### config.mk
export PLATFORM = sky130hd
export DESIGN_NAME = vector_accumulator_flat
export DESIGN_NICKNAME = d
export VERILOG_FILES = /design/src/rtl/vector_accumulator_if.sv /design/src/rtl/vector_accumulator.sv /design/src/flat_wrapper.sv
export SDC_FILE = /design/constraint.sdc
export NUM_CORES = 1
export LEC_CHECK = 0
export ABC_AREA = 1
export ABC_CLOCK_PERIOD_IN_PS = 3430
export CAP_MARGIN = 10
export CORE_MARGIN = 2
export CORE_UTILIZATION = 55
export DETAILED_ROUTE_END_ITERATION = 7
export DONT_BUFFER_PORTS = 1
export PLACE_DENSITY = 0.7
export SLEW_MARGIN = 20
export SYNTH_ARGS = -nofsm -noshare
export SYNTH_HDL_FRONTEND = slang
export SYNTH_SLANG_ARGS = --single-unit
### constraint.sdc
create_clock -name wrclk -period 3.43 [get_ports wrclk]
set_clock_uncertainty 0.15 [all_clocks]
set_input_delay 0.5145 -clock wrclk [delete_from_list [all_inputs] [get_ports wrclk]]
set_output_delay 0.5145 -clock wrclk [all_outputs]
set_load 0.02 [all_outputs]
### src/rtl/vector_accumulator_if.sv
`default_nettype none
// ============================================================================
// Module      : vector_accumulator_if
// Description : Handshake and data bundle for the vector accumulator.
//               The master starts runs and supplies beats; the slave
//               returns status and the per-lane results.
// Revision    : 1.0 - initial release
// ============================================================================
interface vector_accumulator_if #(
  parameter int LANES = 8,
  parameter int WIDTH = 16,
  parameter int ACC_W = 24,
  parameter int CNT_W = 8
) ();
  logic                   start;
  logic [CNT_W-1:0]       len;
  logic                   sat;
  logic                   in_valid;
  logic                   in_ready;
  logic [LANES*WIDTH-1:0] in_data;
  logic                   busy;
  logic                   done;
  logic [LANES*ACC_W-1:0] acc_out;
  logic [LANES-1:0]       overflow;

  modport master (
    output start, len, sat, in_valid, in_data,
    input  in_ready, busy, done, acc_out, overflow
  );

  modport slave (
    input  start, len, sat, in_valid, in_data,
    output in_ready, busy, done, acc_out, overflow
  );
endinterface
`default_nettype wire

### src/rtl/vector_accumulator.sv
`default_nettype none
// ============================================================================
// Module      : vector_accumulator
// Description : LANES-wide accumulator. A run of len beats (0 = 2^CNT_W)
//               adds each lane's word into its own accumulator, with wrap
//               or saturate arithmetic and sticky per-lane overflow flags.
// Revision    : 1.0 - initial release
// ============================================================================
module vector_accumulator #(
  parameter int LANES = 8,
  parameter int WIDTH = 16,
  parameter int ACC_W = 24,
  parameter int CNT_W = 8
) (
  input  wire logic            wrclk,
  input  wire logic            rst_n,
  vector_accumulator_if.slave  bus
);

  typedef enum logic [1:0] {
    IDLE = 2'd0,
    RUN  = 2'd1,
    DONE = 2'd2
  } state_t;

  localparam logic [ACC_W-1:0] ACC_MAX = '1;
  localparam logic [CNT_W-1:0] CNT_ONE = {{(CNT_W-1){1'b0}}, 1'b1};

  state_t                 state_q, state_d;
  logic [LANES*ACC_W-1:0] acc_q, acc_d;
  logic [LANES-1:0]       ovf_q, ovf_d;
  logic [CNT_W-1:0]       cnt_q, cnt_d;
  logic [CNT_W-1:0]       len_q, len_d;
  logic                   sat_q, sat_d;
  logic                   busy_q, busy_d;
  logic                   done_q, done_d;
  logic                   in_ready_q, in_ready_d;

  logic [LANES*ACC_W-1:0] w_lane_next;
  logic [LANES-1:0]       w_lane_carry;
  logic                   w_accept;
  logic [CNT_W-1:0]       w_last_cnt;

  // in_ready_q is only ever high in RUN, so it alone qualifies a beat
  assign w_accept   = bus.in_valid & in_ready_q;
  // len of 0 wraps to the all-ones count, giving a full 2^CNT_W-beat run
  assign w_last_cnt = len_q - CNT_ONE;

  // Per-lane sum one bit wider than the accumulator; the top bit is the carry
  for (genvar i = 0; i < LANES; i++) begin : g_lane
    logic [ACC_W:0] w_word;
    logic [ACC_W:0] w_sum;
    assign w_word = {{(ACC_W+1-WIDTH){1'b0}}, bus.in_data[i*WIDTH +: WIDTH]};
    assign w_sum  = {1'b0, acc_q[i*ACC_W +: ACC_W]} + w_word;
    assign w_lane_carry[i] = w_sum[ACC_W];
    assign w_lane_next[i*ACC_W +: ACC_W] =
      (w_sum[ACC_W] && sat_q) ? ACC_MAX : w_sum[ACC_W-1:0];
  end

  // Next-state and next-datapath computation for the run sequencer
  always_comb begin
    state_d = state_q;
    acc_d   = acc_q;
    ovf_d   = ovf_q;
    cnt_d   = cnt_q;
    len_d   = len_q;
    sat_d   = sat_q;
    unique case (state_q)
      IDLE: begin
        if (bus.start) begin
          acc_d   = '0;
          ovf_d   = '0;
          cnt_d   = '0;
          len_d   = bus.len;
          sat_d   = bus.sat;
          state_d = RUN;
        end
      end
      RUN: begin
        if (w_accept) begin
          acc_d = w_lane_next;
          ovf_d = ovf_q | w_lane_carry;
          cnt_d = cnt_q + CNT_ONE;
          if (cnt_q == w_last_cnt) begin
            state_d = DONE;
          end
        end
      end
      DONE: begin
        state_d = IDLE;
      end
      default: begin
        state_d = IDLE;
      end
    endcase
    // Status outputs are registered versions of the upcoming state
    busy_d     = (state_d != IDLE);
    done_d     = (state_d == DONE);
    in_ready_d = (state_d == RUN);
  end

  // State and datapath registers, cleared immediately by reset
  always_ff @(posedge wrclk or negedge rst_n) begin
    if (!rst_n) begin
      state_q    <= IDLE;
      acc_q      <= '0;
      ovf_q      <= '0;
      cnt_q      <= '0;
      len_q      <= '0;
      sat_q      <= 1'b0;
      busy_q     <= 1'b0;
      done_q     <= 1'b0;
      in_ready_q <= 1'b0;
    end else begin
      state_q    <= state_d;
      acc_q      <= acc_d;
      ovf_q      <= ovf_d;
      cnt_q      <= cnt_d;
      len_q      <= len_d;
      sat_q      <= sat_d;
      busy_q     <= busy_d;
      done_q     <= done_d;
      in_ready_q <= in_ready_d;
    end
  end

  assign bus.in_ready = in_ready_q;
  assign bus.busy     = busy_q;
  assign bus.done     = done_q;
  assign bus.acc_out  = acc_q;
  assign bus.overflow = ovf_q;

endmodule
`default_nettype wire
### src/flat_wrapper.sv
// flat-port wrapper written by rule: the top's interface ports become plain ports
module vector_accumulator_flat 
#(
  parameter int LANES = 8,
  parameter int WIDTH = 16,
  parameter int ACC_W = 24,
  parameter int CNT_W = 8
)
  (wrclk, rst_n, bus_start, bus_len, bus_sat, bus_in_valid, bus_in_data, bus_in_ready, bus_busy, bus_done, bus_acc_out, bus_overflow);
  vector_accumulator_if #(.LANES(LANES), .WIDTH(WIDTH), .ACC_W(ACC_W), .CNT_W(CNT_W)) bus_i ();
  input  wire logic wrclk;
  input  wire logic rst_n;
  input wire logic [$bits(bus_i.start)-1:0] bus_start;
  input wire logic [$bits(bus_i.len)-1:0] bus_len;
  input wire logic [$bits(bus_i.sat)-1:0] bus_sat;
  input wire logic [$bits(bus_i.in_valid)-1:0] bus_in_valid;
  input wire logic [$bits(bus_i.in_data)-1:0] bus_in_data;
  output wire logic [$bits(bus_i.in_ready)-1:0] bus_in_ready;
  output wire logic [$bits(bus_i.busy)-1:0] bus_busy;
  output wire logic [$bits(bus_i.done)-1:0] bus_done;
  output wire logic [$bits(bus_i.acc_out)-1:0] bus_acc_out;
  output wire logic [$bits(bus_i.overflow)-1:0] bus_overflow;
  assign bus_i.start = bus_start;
  assign bus_i.len = bus_len;
  assign bus_i.sat = bus_sat;
  assign bus_i.in_valid = bus_in_valid;
  assign bus_i.in_data = bus_in_data;
  assign bus_in_ready = bus_i.in_ready;
  assign bus_busy = bus_i.busy;
  assign bus_done = bus_i.done;
  assign bus_acc_out = bus_i.acc_out;
  assign bus_overflow = bus_i.overflow;
  vector_accumulator #(.LANES(LANES), .WIDTH(WIDTH), .ACC_W(ACC_W), .CNT_W(CNT_W)) u_core (.wrclk(wrclk), .rst_n(rst_n), .bus(bus_i));
endmodule
Word-level counts from Yosys, hierarchy flattened:

Cells that the tools add are included.

* flip-flop bits (word level): 222
* bits of input ports: 141

* reductions and logical operators: 13
* bitwise operators: 2
* equal/unequal tests: 6
* add/subtract/negate cells: 10
* muxes and demuxes: 20

Operators by type and width (count)
* $mux W192: 2
* $pmux W192 S2: 1
* $add A24 B16 Y25: 8
* $mux W24: 8
* $pmux W8 S2: 2
* $mux W8: 3
* $add A8 B1 Y8 const B: 1
* $eq A8 B8 Y1: 1
* $logic_and A1 B1 Y1: 8
* $or A8 B8 Y8: 1
* $sub A8 B1 Y8 const B: 1
* $mux W2: 3
* $eq A2 B1 Y1 const B: 2
* $pmux W2 S2: 1
* $reduce_bool A2 Y1: 2
* $reduce_and A3 Y1: 1
* $eq A2 B2 Y1 const B: 1
* $logic_not A2 Y1: 1
* $ne A2 B1 Y1 const B: 1
* $ne A2 B2 Y1 const B: 1
* $reduce_and A2 Y1: 1
* $and A1 B1 Y1: 1

Depth between registers and ports, before layout:

* word-level depth: 6
* depth in mapped cells: 14
* mapped depth without buffers: 14

Worst setup path after synthesis:

No wires, ideal clock.

* kind: input to register
* start: input bus_in_data[80]
* end: register u_core.acc_q[143], in the netlist u_core.bus.acc_out[143]
* stages on the path: 13
* arrival time: 2.008 ns
* path buffers: 1
* required time: 3.163 ns
* library setup time: 0.117 ns
* setup slack: 1.155 ns
* path through: ha_1 fa_1 nand2_1 nand2_1 nand3_1 nand2_1 nand2_2 nand2_2 nand3_4 buf_6 nand3_2 nand2_1 nand2_1

* word-level cells in the longest chain between the ends: 5

Ends and longest elaborated chain
* start: declaration: RTL line flat_wrapper.sv:17 `input wire logic [$bits(bus_i.in_data)-1:0] bus_in_data;`
* $add A24 B16 Y25 *: RTL line vector_accumulator.sv:54 `assign w_sum = {1'b0, acc_q[i*ACC_W +: ACC_W]} + w_word;`
* $logic_and A1 B1 Y1: RTL line vector_accumulator.sv:57 `(w_sum[ACC_W] && sat_q) ? ACC_MAX : w_sum[ACC_W-1:0];`
* $mux W24 *: RTL line vector_accumulator.sv:57
* $mux W192 *: RTL line vector_accumulator.sv:80 `if (w_accept) begin`
* $pmux W192 S2 *: RTL line vector_accumulator.sv:68 `unique case (state_q)`
* end signal: assignment: RTL line vector_accumulator.sv:106 `acc_q <= '0;`
* end signal: assignment: RTL line vector_accumulator.sv:116 `acc_q <= acc_d;`
* end: declaration: RTL line vector_accumulator.sv:30 `logic [LANES*ACC_W-1:0] acc_q, acc_d;`

Every way passes the cells marked *; elsewhere a longest branch is shown, timed or not. The select of a mux whose other input is x is not followed.
A chain may end at the register's enable or synchronous reset.

Worst setup path in the final report:

* start: register u_core.acc_q[24], in the netlist u_core.bus.acc_out[24]
* end: register u_core.acc_q[40], in the netlist u_core.bus.acc_out[40]

* word-level cells in the longest chain between the ends: 5

Ends and longest elaborated chain (RTL line)
* $add A24 B16 Y25 *: vector_accumulator.sv:54
* $logic_and A1 B1 Y1: vector_accumulator.sv:57
* $mux W24 *: vector_accumulator.sv:57
* $mux W192 *: vector_accumulator.sv:80
* $pmux W192 S2 *: vector_accumulator.sv:68

Marked as above.

==> results.md <==
- Status: complete, but fails checks
- Failing checks: hold timing
- Pre-antenna DRT Iters: 5
- IO Port Bufs: 0
- Wire length of the first global-routing pass: 102300 um
- Share of the synthesized area in the top cell type: 28.72%
- DRC violation total after the first TritonRoute iteration: 1246
- Area enclosed by the die boundary: 39690 um2
- Seq/Total Area, Yosys: 26.50%
- Die boundary height: 199.2 um
- Net Count, Synth: 3781
- Synth Cell Area: 20960 um2
- Number of global-route vias before repair: 20220
- Post-CTS sizing: 0
- Pins over their slew limit: 0
- Maximum buffer depth of the clock tree: 3
- Number of violations of the max-capacitance limit: 0
- Per-cell routed wire length: 15.74 um
- Critical path endpoint category: flip-flop
- Leading cell types in the layout, fill and taps excluded: 1604 x nand2_1, 505 x inv_1, 294 x nand3_1, 249 x nor2_1, 221 x dfrtp_1
- Critical Path, Cell by Cell: ha_1 > fa_1 > nand2_1 > nand2_1 > nand3_1 > nand2_1 > nand3_1 > nand2_2 > nand2_2 > nand3_1 > nand2_1 > o21ai_0
- Count of pins on the block boundary: 344
- Net switching share of the total power: 53.96%
- Critical path class: flip-flop to flip-flop
- Total placed cells including tap cells: 3960
- Total power of the final layout: 20930 uW
- Final Hold Fails: 222
- Unrepaired setup endpoints after global routing: no
- Post-route DRC violation count: 0
- Layout area overhead: 6.954%
- Routability congestion estimate from global placement: 1.020
- Relative slew margins: 47.75%
- Sw power: 11290 uW
- Power share of the combinational group: 54.8%
- Root cell of the clock tree: clkbuf_16
- Clock tree from TritonCTS: yes
- Required time at the endpoint of the critical path: 3700 ps
- Mean instance size in the synthesized netlist: 5.986 um2
- Layout cell share with drive strength beyond 1: 4.303%
- Number of buffers inserted to repair setup after CTS: 0
- Number of hold-repair buffers added at the cts stage: 9
- Clock Pin Slew Worst Setup and Hold Paths: 60 ps
- Leakage Power: 0.01309 uW
- Yosys warns: 0
- Final Routed Wirelength: 63400 um
- Area of the placeable core: 37580 um2
- Sequential cell area: 5557 um2
- Actual slew at the worst max-slew pin: 783.7 ps
- CTS Sinks: 222
- Clock Power Share: 15.3%
- Most Frequent Cell on Critical Path: nand2_1
- Post-route clock period utilization: 81.49%
- FILL cells: 3758
- Vias after detailed routing: 21370
- Summed negative setup slack over all endpoints: 0 ps
- Total half-perimeter wirelength after legalization and detailed placement: 48570 um
- Cell type with the largest total area after synthesis: nand2_1
- Pin count of the biggest net entering global routing: 223
- H-tree depth: 1
- Final setup violation count: 0
- Cell at the slowest stage of the critical path: dfrtp_1
- NumNets Final: 3768
- Kind of start point of the critical path: flip-flop
- Worst setup slack after placement: 632.0 ps
- Power share of the sequential group: 29.9%
- Number of antenna violations at the first check in global routing: 5
- Synthesized flop and latch total: 222
- Worst-case hold slack: -513.3 ps
- Ranking of synthesized cells by area: nand2_1 29%, dfrtp_1 27%, inv_1 9.0%, ha_1 7.8%, nand3_1 7.0%
- Total overflow reported by the global router: 0
- Worst Path Max Fanout: 22
- Clock latency reported for the late side of the worst-skew pair: 570 ps
- Pwr Density: 933.6 nW/um2
- Largest stage delay on the critical path: 470 ps
- Final critical-path required period: 2795 ps
- DIE WIDTH: 199.2 um
- Fin cells: 4027
- Cts bufs inserted: 29
- Starting density of the core: 55.78%
- Syn Inst Count: 3502
- Antenna violation net count after detailed routing: 0
- Number of cell rows: 71
- Type of the worst min-delay path: primary input to asynchronous set/reset pin
- Post-route worst setup slack: 634.8 ps
- Number of distinct library cell variants in the gate-level netlist after synthesis: 39
- Vias per std cell: 5.307
- Maximum VDD drop: 0.5812 mV
- Total Routing Usage GR: 31.80%
- Maximum clock rate: 357.8 MHz
- Multi-input combinational cell area: 13130 um2
- Most common cell after layout, fill and taps aside: nand2_1
- Arrival time at the worst endpoint: 3070 ps
- Internal power summed over all cells: 9637 uW
-- synthesized netlist by cell type (all sizes together) --
master  instances
a21oi          85
a22o            1
a31oi           1
and2           13
buf            48
clkbuf         11
dfrtp         222
fa              8
ha            130
inv           514
nand2        1637
nand3         325
nand3b          7
nand4          46
nor2          260
nor3           25
nor3b           1
nor4            4
o21a            2
o21ai          71
o21bai          2
or2             7
xnor2          43
xor2           39
-- critical path: cells and delay by family (launching register included) --
| family | cells | cell delay (ps) |
|---|---|---|
| AOI/OAI and AO/OA | 1 | 80 |
| adders and majority gates | 2 | 750 |
| DFF | 1 | 470 |
| and+or+nand+nor | 9 | 1200 |
-- path summary, 6_finish.rpt --
| kind | start | endpoint | slack (ps) | cells past startpoint |
|---|---|---|---|---|
| max reg2reg | u_core.bus.acc_out[24]$_DFFE_PN0P_ | u_core.bus.acc_out[40]$_DFFE_PN0P_ | 630 | 12 |
| min in group wrclk | bus_in_data[48] | u_core.bus.acc_out[72]$_DFFE_PN0P_ | 40 | 3 |
| max in group asynchronous | rst_n | u_core.bus.acc_out[173]$_DFFE_PN0P_ | 3270 | 0 |
| max | u_core.bus.acc_out[24]$_DFFE_PN0P_ | u_core.bus.acc_out[40]$_DFFE_PN0P_ | 630 | 12 |
| min | rst_n | u_core.bus.acc_out[31]$_DFFE_PN0P_ | -510 | 0 |
| min reg2reg | u_core.state_q[1]$_DFF_PN0_ | u_core.state_q[1]$_DFF_PN0_ | 310 | 1 |
-- layer usage --
layer  share of wire [%]  track usage [%]
met1                  42            40.49
met2                  46            52.57
met3                 8.8            7.713
met4                 3.1            11.14
met5               0.017                0
-- sequential cells by signal (all words and copies together) (netlist names) --
| signal | count |
|---|---|
| u_core.bus.acc_out | 192 |
| u_core.bus.overflow | 8 |
| u_core.cnt_q | 8 |
| u_core.len_q | 8 |
| u_core.state_q | 2 |
| u_core.bus.busy | 1 |
| u_core.bus.done | 1 |
| u_core.bus.in_ready | 1 |
| u_core.sat_q | 1 |
-- power by group through the flow --
stage | registers (uW) | logic, uW | clock network, uW
finish | 6270 | 11500 | 3190
detailed placement | 6310 | 11300 | 0
global route | 6420 | 13100 | 3380
CTS | 6270 | 11400 | 3270
floorplan | 5660 | 9050 | 0
global placement | 6270 | 11100 | 0
-- stage by stage --
stage	utilization [%]	hold slack (ps)	area [um2]
after global routing	59.64	-536.8	22410
after detailed placement	56.75	74.47	21330
after floorplan	-	68.91	20960
after global placement	56.75	73.73	21330
after CTS	59.61	-535.8	22400
final	59.66	-513.3	22420
-- cell type report --
cell class | count | share of cell area (%)
timing repair buffer | 15 | 0.7144
multi-input combinational | 2707 | 58.57
clock inverter | 11 | 0.7088
inverter | 514 | 8.606
sequential | 222 | 24.79
clock buffer | 40 | 3.689
tap | 511 | 2.852
antenna | 7 | 0.07813
-- logic make-up after synthesis --
kind of cell / count (synthesis) / synth area share, %
adder cells (fa/ha/maj): 138 / 8.524
AO/OA/AOI/OAI: 162 / 4.029
buffers and inverters: 573 / 10.95
XOR/XNOR: 82 / 3.426
AND/OR/NAND/NOR: 2325 / 46.56
flip-flops: 222 / 26.50
(Power assumes the default switching activity.)
